## config.mk

```make
export PLATFORM = sky130hd
export DESIGN_NAME = pc_fetch_unit
export DESIGN_NICKNAME = d
export VERILOG_FILES = /design/src/rtl/pc_fetch_unit_pkg.sv /design/src/rtl/pc_fetch_unit_irq_sync.sv /design/src/rtl/pc_fetch_unit.sv
export SDC_FILE = /design/constraint.sdc
export NUM_CORES = 1
export LEC_CHECK = 0
export CELL_PAD_IN_SITES_DETAIL_PLACEMENT = 0
export CELL_PAD_IN_SITES_GLOBAL_PLACEMENT = 1
export CORE_ASPECT_RATIO = 0.5
export CORE_MARGIN = 2
export CORE_UTILIZATION = 34
export DETAILED_ROUTE_END_ITERATION = 10
export HOLD_SLACK_MARGIN = 0.05
export PLACE_DENSITY_LB_ADDON = 0.1
export SETUP_SLACK_MARGIN = 0.15
export SLEW_MARGIN = 10
export SYNTH_ARGS = -nofsm -noshare
export SYNTH_HDL_FRONTEND = slang
export SYNTH_SLANG_ARGS = --single-unit
```

## constraint.sdc

```tcl
create_clock -name clk -period 7.9 [get_ports clk]
set_input_delay 1.185 -clock clk [delete_from_list [all_inputs] [get_ports clk]]
set_output_delay 1.185 -clock clk [all_outputs]
set_load 0.02 [all_outputs]
```

## src/rtl/pc_fetch_unit_pkg.sv

```systemverilog
// Shared CPU definitions for the fetch stage: next-PC selects, vector addresses,
// and instruction field bit positions.
package pc_fetch_unit_pkg;

  localparam int unsigned XLEN      = 32;
  localparam int unsigned PCSRC_W   = 3;
  localparam int unsigned OPCODE_W  = 6;
  localparam int unsigned FUNCT_W   = 6;
  localparam int unsigned REG_W     = 5;
  localparam int unsigned IMM16_W   = 16;

  typedef enum logic [PCSRC_W-1:0] {
    PCSRC_SEQ = 3'd0,
    PCSRC_BR  = 3'd1,
    PCSRC_J   = 3'd2,
    PCSRC_JR  = 3'd3,
    PCSRC_IRQ = 3'd4,
    PCSRC_EXC = 3'd5
  } pc_src_e;

  localparam logic [XLEN-1:0] RESET_PC_DEF = 32'h8000_0000;
  localparam logic [XLEN-1:0] ILLOP_PC_DEF = 32'h8000_0004;
  localparam logic [XLEN-1:0] XADR_PC_DEF  = 32'h8000_0008;

  localparam int unsigned OPCODE_LSB = 26;
  localparam int unsigned RS_LSB     = 21;
  localparam int unsigned RT_LSB     = 16;
  localparam int unsigned RD_LSB     = 11;
  localparam int unsigned SHAMT_LSB  = 6;
  localparam int unsigned FUNCT_LSB  = 0;
  localparam int unsigned TARGET_W   = 26;

endpackage

```

## src/rtl/pc_fetch_unit_irq_sync.sv

```systemverilog
// External interrupt path: multi-flop synchroniser, rising-edge detect and a
// pending latch that holds the request until the core takes it.
module pc_fetch_unit_irq_sync #(
  parameter int unsigned SYNC_STAGES = 2
) (
  input  logic clk,
  input  logic reset,
  input  logic irq_in,
  input  logic clear,
  input  logic enable,
  output logic irq_req
);

  logic [SYNC_STAGES-1:0] sync_q;
  logic                   last_q;
  logic                   pending_q;
  logic                   rise;

  assign rise = sync_q[SYNC_STAGES-1] & ~last_q;

  // A new edge arriving with the clear keeps the request pending.
  always_ff @(posedge clk) begin
    if (reset) begin
      sync_q    <= '0;
      last_q    <= 1'b0;
      pending_q <= 1'b0;
    end else begin
      sync_q    <= {sync_q[SYNC_STAGES-2:0], irq_in};
      last_q    <= sync_q[SYNC_STAGES-1];
      pending_q <= rise | (pending_q & ~clear);
    end
  end

  assign irq_req = pending_q & enable;

endmodule

```

## src/rtl/pc_fetch_unit.sv

```systemverilog
// Instruction-fetch stage: PC register, next-PC selection, link value,
// retired-cycle counter, instruction field slicing and gated interrupt request.
module pc_fetch_unit
  import pc_fetch_unit_pkg::*;
#(
  parameter logic [XLEN-1:0] RESET_PC    = RESET_PC_DEF,
  parameter logic [XLEN-1:0] ILLOP_PC    = ILLOP_PC_DEF,
  parameter logic [XLEN-1:0] XADR_PC     = XADR_PC_DEF,
  parameter int unsigned     SYNC_STAGES = 2
) (
  input  logic                clk,
  input  logic                reset,
  input  logic                stall,
  input  logic                irq_in,
  input  logic [XLEN-1:0]     inst_data,
  input  logic [PCSRC_W-1:0]  pc_src,
  input  logic                branch_taken,
  input  logic [XLEN-1:0]     rs_data,
  input  logic [XLEN-1:0]     imm_ext,
  output logic [XLEN-1:0]     inst_addr,
  output logic [OPCODE_W-1:0] opcode,
  output logic [FUNCT_W-1:0]  funct,
  output logic [REG_W-1:0]    rs,
  output logic [REG_W-1:0]    rt,
  output logic [REG_W-1:0]    rd,
  output logic [REG_W-1:0]    shamt,
  output logic [IMM16_W-1:0]  imm16,
  output logic                irq_to_ctrl,
  output logic [XLEN-1:0]     link_pc,
  output logic [XLEN-1:0]     retired
);

  logic [XLEN-1:0] pc_q;
  logic [XLEN-1:0] pc_plus4;
  logic [XLEN-1:0] next_pc;
  logic [XLEN-2:0] br_offset;
  logic            irq_clear;

  // Supervisor bit is carried through; only the low 31 bits advance.
  assign pc_plus4  = {pc_q[XLEN-1], pc_q[XLEN-2:0] + (XLEN-1)'(4)};
  assign br_offset = (XLEN-1)'({imm_ext[28:0], 2'b00});

  always_comb begin
    next_pc = pc_plus4;
    case (pc_src)
      PCSRC_SEQ: next_pc = pc_plus4;
      PCSRC_BR:  next_pc = branch_taken ? {pc_q[XLEN-1], pc_plus4[XLEN-2:0] + br_offset}
                                        : pc_plus4;
      PCSRC_J:   next_pc = {pc_plus4[XLEN-1:XLEN-4], inst_data[TARGET_W-1:0], 2'b00};
      // jr can leave kernel mode but never enter it.
      PCSRC_JR:  next_pc = {pc_q[XLEN-1] & rs_data[XLEN-1], rs_data[XLEN-2:0]};
      PCSRC_IRQ: next_pc = ILLOP_PC;
      PCSRC_EXC: next_pc = XADR_PC;
      default:   next_pc = pc_plus4;
    endcase
  end

  always_ff @(posedge clk) begin
    if (reset) begin
      pc_q    <= RESET_PC;
      retired <= '0;
    end else if (!stall) begin
      pc_q    <= next_pc;
      retired <= retired + XLEN'(1);
    end
  end

  // An interrupt re-executes the interrupted instruction on return.
  assign link_pc   = (pc_src == PCSRC_IRQ) ? pc_q : pc_plus4;
  assign inst_addr = pc_q;

  assign opcode = inst_data[OPCODE_LSB +: OPCODE_W];
  assign rs     = inst_data[RS_LSB     +: REG_W];
  assign rt     = inst_data[RT_LSB     +: REG_W];
  assign rd     = inst_data[RD_LSB     +: REG_W];
  assign shamt  = inst_data[SHAMT_LSB  +: REG_W];
  assign funct  = inst_data[FUNCT_LSB  +: FUNCT_W];
  assign imm16  = inst_data[IMM16_W-1:0];

  assign irq_clear = ~stall & (pc_src == PCSRC_IRQ);

  pc_fetch_unit_irq_sync #(
    .SYNC_STAGES (SYNC_STAGES)
  ) u_irq_sync (
    .clk     (clk),
    .reset   (reset),
    .irq_in  (irq_in),
    .clear   (irq_clear),
    .enable  (~pc_q[XLEN-1]),
    .irq_req (irq_to_ctrl)
  );

endmodule

```

---- Yosys cells after proc, flatten, opt, wreduce, memory -nomap -nowiden ----
Cells that the tools add are included.
operators by class
  mux-type cells .......................... 3
  reduce and logical (&&, ||, !) cells .... 2
  bitwise operators ....................... 12
  equal/unequal tests ..................... 5
  add/subtract/negate cells ............... 3
operator list
  cell                                                              count
  32-bit case mux with 5 select lines                               1
  31-bit two-way mux                                                2
  32-bit by 1-bit adder with 32-bit output (second input constant)  1
  31-bit by 3-bit adder with 31-bit output (second input constant)  1
  31-bit adder                                                      1
  3-bit by 2-bit == test with 1-bit output (second input constant)  2
  3-bit == test (second input constant)                             2
  1-bit NOT                                                         6
  1-bit AND                                                         5
  4-bit AND reduction                                               1
  3-bit by 1-bit == test with 1-bit output (second input constant)  1
  3-bit nonzero test                                                1
  1-bit bitwise OR                                                  1
storage, ports and cells
  flip-flop bits (word level) ............. 68
  output and inout port bits .............. 145
  logic and storage cells ................. 31
  input bits .............................. 104

---- Depth between registers and ports, before layout ----
Gate-level depths: netlist (run 1).
  word-level depth ........................ 5
  depth in mapped cells ................... 19
  mapped depth without buffers ............ 18

---- Modules after synthesis ----
A second synthesis (run 1) with hierarchy kept.
unflattened totals
  cell total of the unflattened synthesis .. 875
  area, all modules ....................... 6550.0 µm²
modules (own cells, without submodules)
  module                  instances  area an instance (µm²)  cells an instance  sequential area each (µm²)
  pc_fetch_unit           1          6413.7                  864                1281.2
  pc_fetch_unit_irq_sync  1          136.4                   11                 80.1

---- Worst setup path after synthesis (run 1) ----
Ideal clock, no wire load.
  path type ............................... register -> register
  start point ............................. register pc_q[3] (netlist: inst_addr[3])
  end point ............................... register pc_q[21] (netlist: inst_addr[21])
  data required time ...................... 7.766 ns
  buffers on the path ..................... 0
  stages on the path, launching flop included .. 18
  period minus slack after synthesis ...... 3.956 ns
  data arrival time ....................... 3.822 ns
  setup time .............................. 0.134 ns
  setup slack ............................. 3.944 ns
  path through ............................ dfxtp_1 ha_1 nand3_1 nor2_2 and3_1 and3_1 nand3_2 xnor2_1 ha_1 a21o_1 a21o_1 a211oi_2 o21bai_1 o311a_1 or3_1 a31oi_1 or2_1 a31oi_1
on the way
  cells in the longest elaborated chain, start to end .. 4
ends and longest elaborated chain
  what                                          line                 source
  start: declaration                            pc_fetch_unit.sv:33  logic [XLEN-1:0] pc_q;
  start signal: assignment                      pc_fetch_unit.sv:63  pc_q <= next_pc;
  31-bit by 3-bit adder with 31-bit output (*)  pc_fetch_unit.sv:40  assign pc_plus4 = {pc_q[XLEN-1], pc_q[XLEN-2:0] + (XLEN-1)'(4)};
  31-bit adder                                  pc_fetch_unit.sv:47  PCSRC_BR: next_pc = branch_taken ? {pc_q[XLEN-1], pc_plus4[XLEN-2:0] + br_offset}
  31-bit two-way mux                            pc_fetch_unit.sv:47
  32-bit case mux with 5 select lines (*)       pc_fetch_unit.sv:45  case (pc_src)
Mark *: on every way between the ends. The rest lies on a longest branch, timed or not.
A chain may end at the register's enable or synchronous reset.

---- Worst setup path after layout (run 1) ----
  start point ............................. input port pc_src[1]
  end point ............................... output port link_pc[9]
on the way
  cells in the longest elaborated chain, start to end .. 2
ends and longest elaborated chain
  what                line                 source
  start: declaration  pc_fetch_unit.sv:16  input logic [PCSRC_W-1:0] pc_src,
  3-bit == test       pc_fetch_unit.sv:69  assign link_pc = (pc_src == PCSRC_IRQ) ? pc_q : pc_plus4;
  31-bit two-way mux  pc_fetch_unit.sv:69
  end: declaration    pc_fetch_unit.sv:29  output logic [XLEN-1:0] link_pc,
No other way between the ends.

==> flow_summary_export.csv, run 1 <==
group,metric,value,unit
logic_synthesis,synthAdderAreaFrac,7.08,%
sta,fmax,199,MHz
global_routing,grt-ovfl-total,0,
worst_hold_path,min_path_type,"register to register",
power,power.density,140,mW/mm²
cells_and_area,final_cell_mix,"231 x clkdlybuf4s50_1, 102 x nor2_1, 70 x nand2_1",
sta,maxSlewHeadroom,31.7,%
clock_tree,clock_path_buffers,2,
logic_synthesis,syn-num-nets,981,
power,peakVddDrop,99.8,µV
worst_setup_path,arrival,3.85,ns
sta,period_minus_slack,5.04,ns
sta,fin_setup_tns,0,ns
logic_synthesis,synth_cell_types,68,
worst_setup_path,criticalPathCategory,"primary input to output port",
logic_synthesis,async_flop_share,0,%
die,initial_core_util,34.5,%
worst_setup_path,crit_required,6.71,ns
global_routing,grt.total_usage,22.9,%
clock_tree,cts_buffers,9,
logic_synthesis,synth_compound_area_share,22.3,%
placed_design,dpl.cell_count,1233,
global_routing,grt_max_degree,54,
cells_and_area,diodes,0,
sta,timing.final.ws_setup,2.86,ns
global_routing,grt_pass1_wl,35200,µm
logic_synthesis,muxShareOfSynthArea,1.61,%
die,io_pins,249,
clock_tree,cts_resized,0,
status,outcome,"finished, final reports clean",
worst_setup_path,critPathLaunchType,"primary input",
die,die_h,100,µm
logic_synthesis,synth_xor_area_share,14.1,%
detailed_routing,drc_errors,0,
sta,final_hold_viol_count,0,
logic_synthesis,yosysTopAreaCellShare,21.6,%
power,p_leak,3.47,nW
logic_synthesis,ys_seq_area_share,21.6,%
sta,tightest_slew,1.02,ns
logic_synthesis,syn_avg_cell_area,7.47,µm²
logic_synthesis,syn-cell-area,0.00629,mm²
clock_tree,clk_latency,0.35,ns
logic_synthesis,synth_top_family_by_area,"simple AND/OR/NAND/NOR gates",
logic_synthesis,yosys-top-cells-area,"dfxtp_1 22%, xor2_1 7.9%, ha_1 6.8%",
detailed_routing,first_pass_iters,5,
global_routing,antenna_found_initial,0,
clock_tree,cts_setup_buffers,0,
sta,skew,0.0113,ns
detailed_routing,drt_iter0_drc,367,
clock_tree,htreeDepth,3,
sta,hold_ws,0.444,ns
die,die_area,0.0197,mm²
clock_tree,cts_tree,"built",
logic_synthesis,synth_top_area_cell,"dfxtp_1",
logic_synthesis,synth_cells,842,
detailed_routing,wl_per_cell,18.0,µm
cells_and_area,finalNonFillerCells,1249,
clock_tree,numClockSinks,68,
cells_and_area,final_common_cell,"clkdlybuf4s50_1",
cells_and_area,area_growth,38.9,%
detailed_routing,vias,6561,
detailed_routing,wirelength,22500,µm
detailed_routing,routed_via_density,5.25,
die,core,0.0183,mm²
die,row_count,35,
detailed_routing,ant_nets,0,
logic_synthesis,synth_ff_type,"dfxtp_1",
logic_synthesis,yosysWarnings,0,
run,drv_cap,0,
clock_tree,cts_root_buf,"clkbuf_16",
sta,setup_viol,0,
cells_and_area,drive_above_1_share,4.66,%
placed_design,port_buffers,233,
global_routing,grt_pass1_vias,6320,
placed_design,pre_cts_ws,2.88,ns
placed_design,gp_congestion,0.897,
worst_setup_path,endpoint_kind,"output port",
worst_setup_path,crit_path_max_fanout,10,
logic_synthesis,synth_edf_count,0,
cells_and_area,fin_nets,1143,
clock_tree,clk_pin_slew_worst_paths,0.06,ns
die,die_w,196,µm
sta,slew_violations,0,
logic_synthesis,synth-simple-area-share,23.4,%
sta,rsz0062_at_grt,"false",
logic_synthesis,synth-seq-cells,68,
clock_tree,holdBufCountCts,0,
sta,finalCritPeriodShare,63.8,%
placed_design,dpl.hpwl,17100,µm
[final cells by class]
type | count | area (µm²)
clock buffer | 9 | 225
clock inverter | 7 | 76.3
fill | 1858 | 9520
inverter | 22 | 82.6
multi-input combinational | 663 | 4320
sequential | 68 | 1360
tap | 240 | 300
timing repair buffer | 240 | 2370
[worst max-delay path, cell delays in order]
cell and delay (ns):
clkdlybuf4s50_1 0.62, inv_1 0.29, nand2_1 0.12, nor2_1 0.67, nor2_1 0.11, xor2_1 0.22
clkdlybuf4s50_1 0.63
[state kept, by name, indices dropped and copies added, names as in the netlist]
register and cells:
u_irq_sync.pending_q 1, retired 32, inst_addr 32, u_irq_sync.last_q 1
u_irq_sync.sync_q 2
[final timing paths]
| check | from | endpoint | slack (ns) | cells after the start |
|---|---|---|---|---|
| min reg2reg | u_irq_sync.sync_q[0] | u_irq_sync.sync_q[1] | 0.44 | 1 |
| min | u_irq_sync.sync_q[0] | u_irq_sync.sync_q[1] | 0.44 | 1 |
| max reg2reg | inst_addr[2] | inst_addr[21] | 3.29 | 17 |
| max | pc_src[1] | link_pc[9] | 2.86 | 7 |
[per-stage QoR]
stage	total power [mW]	util [%]	instance area, µm²
global placement	0.801	46.2	8440
floorplan	0.642	-	6290
detailed placement	0.804	46.2	8440
finish	1.23	47.9	8740
global route	1.29	47.9	8740
CTS	1.24	47.9	8740
[report_power, final]
part / internal, mW / switching, mW / leakage [nW]
clock: 0.246 / 0.184 / 0.142
combinational: 0.196 / 0.219 / 2.78
sequential: 0.356 / 0.0264 / 0.555
[cells in the mapped netlist, types with 2 or more instances]
library cell and count:
nor2b_1 10, and2_1 6, nor2_1 103, xnor2_1 44, o41ai_1 2, nand3_2 2
clkbuf_1 27, or3_1 8, or2_2 3, o32ai_1 3, buf_1 3, dfxtp_1 68
a21o_1 13, a211oi_1 3, nand4_1 14, a221o_1 15, ha_1 34, o221ai_1 2
inv_1 21, and4_1 2, a211oi_2 2, o211ai_1 5, nor3_2 2, o21bai_1 7
nand3_1 31, nor3_1 16, o22ai_1 7, o21a_1 7, nand2b_1 7, a22oi_1 2
o21ai_0 52, mux2i_1 9, xor2_1 57, buf_4 53, buf_2 6, a21oi_1 55
a221oi_1 18, a31oi_1 7, nand2_1 70, and3_1 18
[per-layer routing]
| metal | GRT usage, % | vias to the layer above | part of all wire [%] |
|---|---|---|---|
| met1 | 30.9 | 3078 | 47 |
| met5 | 0 | - | 0 |
| met2 | 37.2 | 190 | 45 |
| met3 | 6.15 | 16 | 7.4 |
| li1 | - | 3277 | - |
| met4 | 3.67 | 0 | 0.69 |
[kinds of logic (layout without fill, tap and decap cells)]
logic type,after synthesis,count (layout)
AOI/OAI and AO/OA,212,212
muxes,10,10
DFF,68,68
xor gates and xnor gates,101,101
and+or+nand+nor,305,305
buffers and inverters,111,278
adders and majority gates,35,35
No activity file was read; power rests on OpenSTA's default activity.
==> run 2: changes to the inputs <==
--- a/config.mk
+++ b/config.mk
@@ -9,7 +9,7 @@
 export CELL_PAD_IN_SITES_GLOBAL_PLACEMENT = 1
 export CORE_ASPECT_RATIO = 0.5
 export CORE_MARGIN = 2
-export CORE_UTILIZATION = 34
+export CORE_UTILIZATION = 31
 export DETAILED_ROUTE_END_ITERATION = 10
 export HOLD_SLACK_MARGIN = 0.05
 export PLACE_DENSITY_LB_ADDON = 0.1
==> constraint.sdc (replaced) <==
create_clock -name clk -period 5.2 [get_ports clk]
set_input_delay 0.78 -clock clk [delete_from_list [all_inputs] [get_ports clk]]
set_output_delay 0.78 -clock clk [all_outputs]
set_load 0.02 [all_outputs]
==> run 2 against run 1 <==
Die area up 9.4%. Sequential share of layout area down 0.13 points. Critical path depth up 10. Highest routed layer unchanged. Worst setup slack worse by 2.2 ns. Final area up 0.84%. Worst hold slack worse by 0.0015 ns. Largest power group unchanged. Utilization down 3.1 points. Cell count up 2.5%. Sequential power up 52%. Register-to-register slack worse by 2.6 ns. Routed wire length up 1.6%.
==> flow_summary_export.csv, run 2 (synthesized netlist as in run 1, its figures left out) <==
group,metric,value,unit
sta,rsz0062_at_grt,"false",
sta,maxSlewHeadroom,43.7,%
cells_and_area,drive_above_1_share,5.13,%
clock_tree,cts_resized,0,
sta,timing.final.ws_setup,0.660,ns
cells_and_area,seq_area,0.00136,mm²
worst_setup_path,crit_required,5.48,ns
global_routing,grt_max_degree,54,
global_routing,grt-ovfl-total,0,
sta,hold_ws,0.442,ns
clock_tree,clk_latency,0.35,ns
die,io_pins,249,
detailed_routing,vias,6577,
clock_tree,numClockSinks,68,
global_routing,grt_pass1_wl,36000,µm
die,die_area,0.0215,mm²
sta,finalCritPeriodShare,87.3,%
status,outcome,"finished, final reports clean",
detailed_routing,wirelength,22900,µm
power,p_seq_share,30.9,%
placed_design,dpl.hpwl,17700,µm
cells_and_area,multi_input_area,0.00431,mm²
detailed_routing,routed_via_density,5.14,
cells_and_area,diodes,0,
clock_tree,cts_tree,"built",
worst_setup_path,arrival,4.82,ns
run,drv_cap,0,
die,row_count,36,
sta,fmax,220,MHz
sta,tightest_slew,0.839,ns
power,clockPowerShare,35.4,%
sta,final_hold_viol_count,0,
detailed_routing,drt_iter0_drc,356,
detailed_routing,drc_errors,0,
power,peakVddDrop,176,µV
detailed_routing,first_pass_iters,5,
clock_tree,cts_setup_buffers,0,
clock_tree,holdBufCountCts,0,
power,p_leak,3.50,nW
placed_design,pre_cts_ws,0.755,ns
sta,fin_setup_tns,0,ns
cells_and_area,final_cell_mix,"231 x clkdlybuf4s50_1, 102 x nor2_1, 70 x nand2_1",
worst_setup_path,criticalPathCategory,"register to register",
detailed_routing,wl_per_cell,17.9,µm
sta,period_minus_slack,4.54,ns
global_routing,antenna_found_initial,0,
placed_design,port_buffers,233,
die,initial_core_util,32.0,%
placed_design,gp_congestion,0.868,
cells_and_area,n_fill_cell,2031,
cells_and_area,final_common_cell,"clkdlybuf4s50_1",
cells_and_area,area_growth,40.1,%
power,combPwrFrac,33.7,%
worst_setup_path,crit_path_max_fanout,6,
cells_and_area,fin_nets,1148,
die,core,0.0197,mm²
clock_tree,clk_pin_slew_worst_paths,0.07,ns
worst_setup_path,endpoint_kind,"register",
sta,slew_violations,0,
power,switchingPower,0.652,mW
global_routing,grt.total_usage,21.3,%
die,die_h,105,µm
power,power.density,214,mW/mm²
worst_setup_path,critPathLaunchType,"register",
detailed_routing,ant_nets,0,
sta,setup_viol,0,
sta,skew,0.00786,ns
clock_tree,clock_path_buffers,2,
clock_tree,htreeDepth,3,
power,swShare,34.7,%
power,p_int,1.23,mW
worst_hold_path,min_path_type,"register to register",
die,die_w,205,µm
global_routing,grt_pass1_vias,6502,
clock_tree,cts_root_buf,"clkbuf_16",
clock_tree,cts_buffers,9,
==> run 2: worst max-delay path, stage by stage (launching register included) <==
cell and delay [ns]:
dfxtp_1 0.44, ha_1 0.31, nand3_1 0.18, nor2_2 0.25, and3_1 0.24, and3_1 0.24
nand3_2 0.17, xnor2_1 0.32, ha_1 0.37, a21o_1 0.22, a21o_1 0.19, a211oi_2 0.21
o21bai_1 0.13, o311a_1 0.40, o21ai_2 0.29, a31oi_1 0.14, or2_1 0.22, a31oi_1 0.16
==> run 2: area by class of cell <==
| cell class | count | share of cell area (%) |
|---|---|---|
| clock buffer | 10 | 2.71 |
| timing repair buffer | 245 | 27.4 |
| sequential | 68 | 15.4 |
| multi-input combinational | 663 | 48.9 |
| inverter | 22 | 0.937 |
| tap | 266 | 3.78 |
| clock inverter | 6 | 0.823 |
==> run 2: worst paths after layout <==
kind	start	to	slack (ns)	depth (start not counted)
worst max-delay path	inst_addr[3]	inst_addr[21]	0.66	17
worst min-delay path	u_irq_sync.sync_q[0]	u_irq_sync.sync_q[1]	0.44	1
worst max register to register	inst_addr[3]	inst_addr[21]	0.66	17
worst min register to register	u_irq_sync.sync_q[0]	u_irq_sync.sync_q[1]	0.44	1
==> run 2: power groups by stage <==
stage / combinational [mW] / clock, mW / sequential [mW]
after CTS: 0.639 / 0.680 / 0.581
after global routing: 0.693 / 0.702 / 0.585
after detailed placement: 0.635 / 0 / 0.592
after floorplan: 0.377 / 0 / 0.599
final: 0.635 / 0.667 / 0.581
after global placement: 0.632 / 0 / 0.592
==> run 2: layer usage <==
metal / up-vias / part of all wire, % / global-route usage [%]
met2: 174 / 45 / 34.2
li1: 3285 / - / -
met4: 0 / 1.1 / 3.60
met5: - / 0 / 0
met3: 21 / 5.8 / 4.62
met1: 3097 / 48 / 29.5
==> run 2: metrics by stage <==
stage	util, %	instance area [µm²]	instances	power [mW]
floorplan	-	6290	842	0.976
global placement	43.2	8500	1264	1.22
detailed placement	43.2	8500	1264	1.23
CTS	44.8	8810	1280	1.90
global route	44.8	8810	1280	1.98
finish	44.8	8810	1280	1.88
==> RTL change, RTL diff (config.mk and constraints of run 2) <==
The package constant `REG_W` goes from 5 to 10.
--- a/src/rtl/pc_fetch_unit_pkg.sv
+++ b/src/rtl/pc_fetch_unit_pkg.sv
@@ -7,5 +7,5 @@
   localparam int unsigned OPCODE_W  = 6;
   localparam int unsigned FUNCT_W   = 6;
-  localparam int unsigned REG_W     = 5;
+  localparam int unsigned REG_W     = 10;
   localparam int unsigned IMM16_W   = 16;
 
Interface: changed (resized rd, rs, rt and shamt); port bits go from 249 to 269. The function was not compared with the original's and may differ.
==> RTL change against run 2 <==
Synthesized area increased by 2.4%. Critical path depth increased by 1. Clock power decreased by 1%. Design area increased by 1.8%. Sequential cell count unchanged. Total power increased by 0.71%. Setup slack improved by 0.046 ns. Wire length increased by 1.6%. Critical endpoint is now inst_addr[25]$_SDFFE_PP0N_. Largest cell class unchanged.
==> RTL change: results <==
export IMPL_status="complete, no violations"
export IMPL_drt_initial_drc_count=430
export IMPL_numPortBuffers=248
export IMPL_viasPerCell=5.156
export IMPL_synth_compound_area_share_pct=21.78
export IMPL_groute_usage_overall_pct=20.63
export IMPL_synth_mux_area_share_pct=1.573
export IMPL_insertion_delay_ns=0.35
export IMPL_cap_violations=0
export IMPL_synth_async_reset_ratio_pct=0
export IMPL_drive_above_1_share_pct=5.049
export IMPL_tightest_slew_ns=0.9358
export IMPL_grt_pass1_vias=6456
export IMPL_critPathMaxFanout=7
export IMPL_leakagePower_uw=0.003562
export IMPL_syn_avg_cell_area_um2=7.472
export IMPL_finalNonFillerCells=1304
export IMPL_fillerInstances=2156
export IMPL_synthAdderAreaFrac_pct=6.915
export IMPL_cts_root_buffer="clkbuf_16"
export IMPL_ys_types=68
export IMPL_cts_setup_buffers=0
export IMPL_synth_nets=1001
export IMPL_place_ws_ns=0.7827
export IMPL_grt_max_degree=54
export IMPL_arrival_ns=4.72
export IMPL_gp_congestion=0.8867
export IMPL_fin_skew_ns=0.006497
export IMPL_ant_nets=0
export IMPL_clock_path_buffers=2
export IMPL_cts_resized=0
export IMPL_numCtsBuffers=9
export IMPL_nNetsFinal=1164
export IMPL_h_tree_depth=3
export IMPL_yosys_warnings=0
export IMPL_wl_per_cell_um=17.84
export IMPL_synth_xor_area_share_pct=13.73
export IMPL_synth_area_leaders="dfxtp_1 21%, buf_4 8.5%, xor2_1 7.8%"
export IMPL_dp_hpwl_um=17830
export IMPL_max_vdd_ir_drop_mv=0.1511
export IMPL_grt_pass1_wl_um=35920
export IMPL_netlist_top_cells_count="103 x nor2_1, 73 x buf_4, 70 x nand2_1"
export IMPL_yosysSeqAreaShare_pct=21.13
RTL change: cell types whose count changed after synthesis:
cell   before  now
buf_4      53   73
RTL change: where the power goes:
group          internal [µW]  switching, µW  total [µW]
Clock                    377            282         659
Sequential               541           39.4         580
Combinational            309            347         656
RTL change: through the flow:
step	cell area (µm²)	total power (µW)
4_1_cts	8971	1916
3_3_place_gp	8670	1245
3_5_place_dp	8670	1249
6_report	8974	1895
5_1_grt	8971	1993
2_1_floorplan	6441	998.5
RTL change: final cells by class:
cell class	instances	area, µm²	area share [%]
well taps	273	341.6	3.806
flip-flops and latches	68	1361	15.17
repair buffers	261	2570	28.64
diodes	1	2.502	0.02789
clock inverters	6	72.57	0.8087
multi-input cells	663	4314	48.08
clock buffers	10	229.0	2.552
inverters	22	82.58	0.9202
RTL change: path summary, 6_finish.rpt:
| kind | to | start | depth (start not counted) | slack, ns |
|---|---|---|---|---|
| max | inst_addr[25]$_SDFFE_PP0N_ | inst_addr[3]$_SDFFE_PP0N_ | 18 | 0.71 |
| min reg2reg | u_irq_sync.sync_q[1]$_SDFF_PP0_ | u_irq_sync.sync_q[0]$_SDFF_PP0_ | 1 | 0.47 |
| max reg2reg | inst_addr[25]$_SDFFE_PP0N_ | inst_addr[3]$_SDFFE_PP0N_ | 18 | 0.71 |
| min | u_irq_sync.sync_q[1]$_SDFF_PP0_ | u_irq_sync.sync_q[0]$_SDFF_PP0_ | 1 | 0.47 |
RTL change: critical path, stage by stage (launching register included):
cell and delay [ns]:
dfxtp_1 0.44, ha_1 0.31, nand3_1 0.18, nor2_2 0.23
and3_1 0.23, and3_1 0.24, nand3_2 0.16, nor2_1 0.17
xor2_1 0.11, ha_1 0.46, nand4_1 0.16, nor2_1 0.16
nand3_1 0.10, nor3_1 0.40, nor3_1 0.15, o21ai_0 0.36
mux2i_1 0.23, o21ai_0 0.12, o2bb2ai_1 0.15
RTL change: cells by family (layout without fill, tap and decap cells):
group / after synthesis / in the layout
simple gates: 305 / 305
xor+xnor: 101 / 101
buf+inv: 131 / 299
compound gates: 212 / 212
mux: 10 / 10
fa+ha+maj: 35 / 35
flops: 68 / 68
other cells: 0 / 1
RTL change: metal layers:
metal | track usage, % | vias to the layer above | wire, µm
met5 | 0 | - | 0
met4 | 4.813 | 0 | 374
met3 | 5.081 | 28 | 1410
met2 | 33.03 | 190 | 10560
met1 | 27.99 | 3188 | 10930
li1 | - | 3317 | -
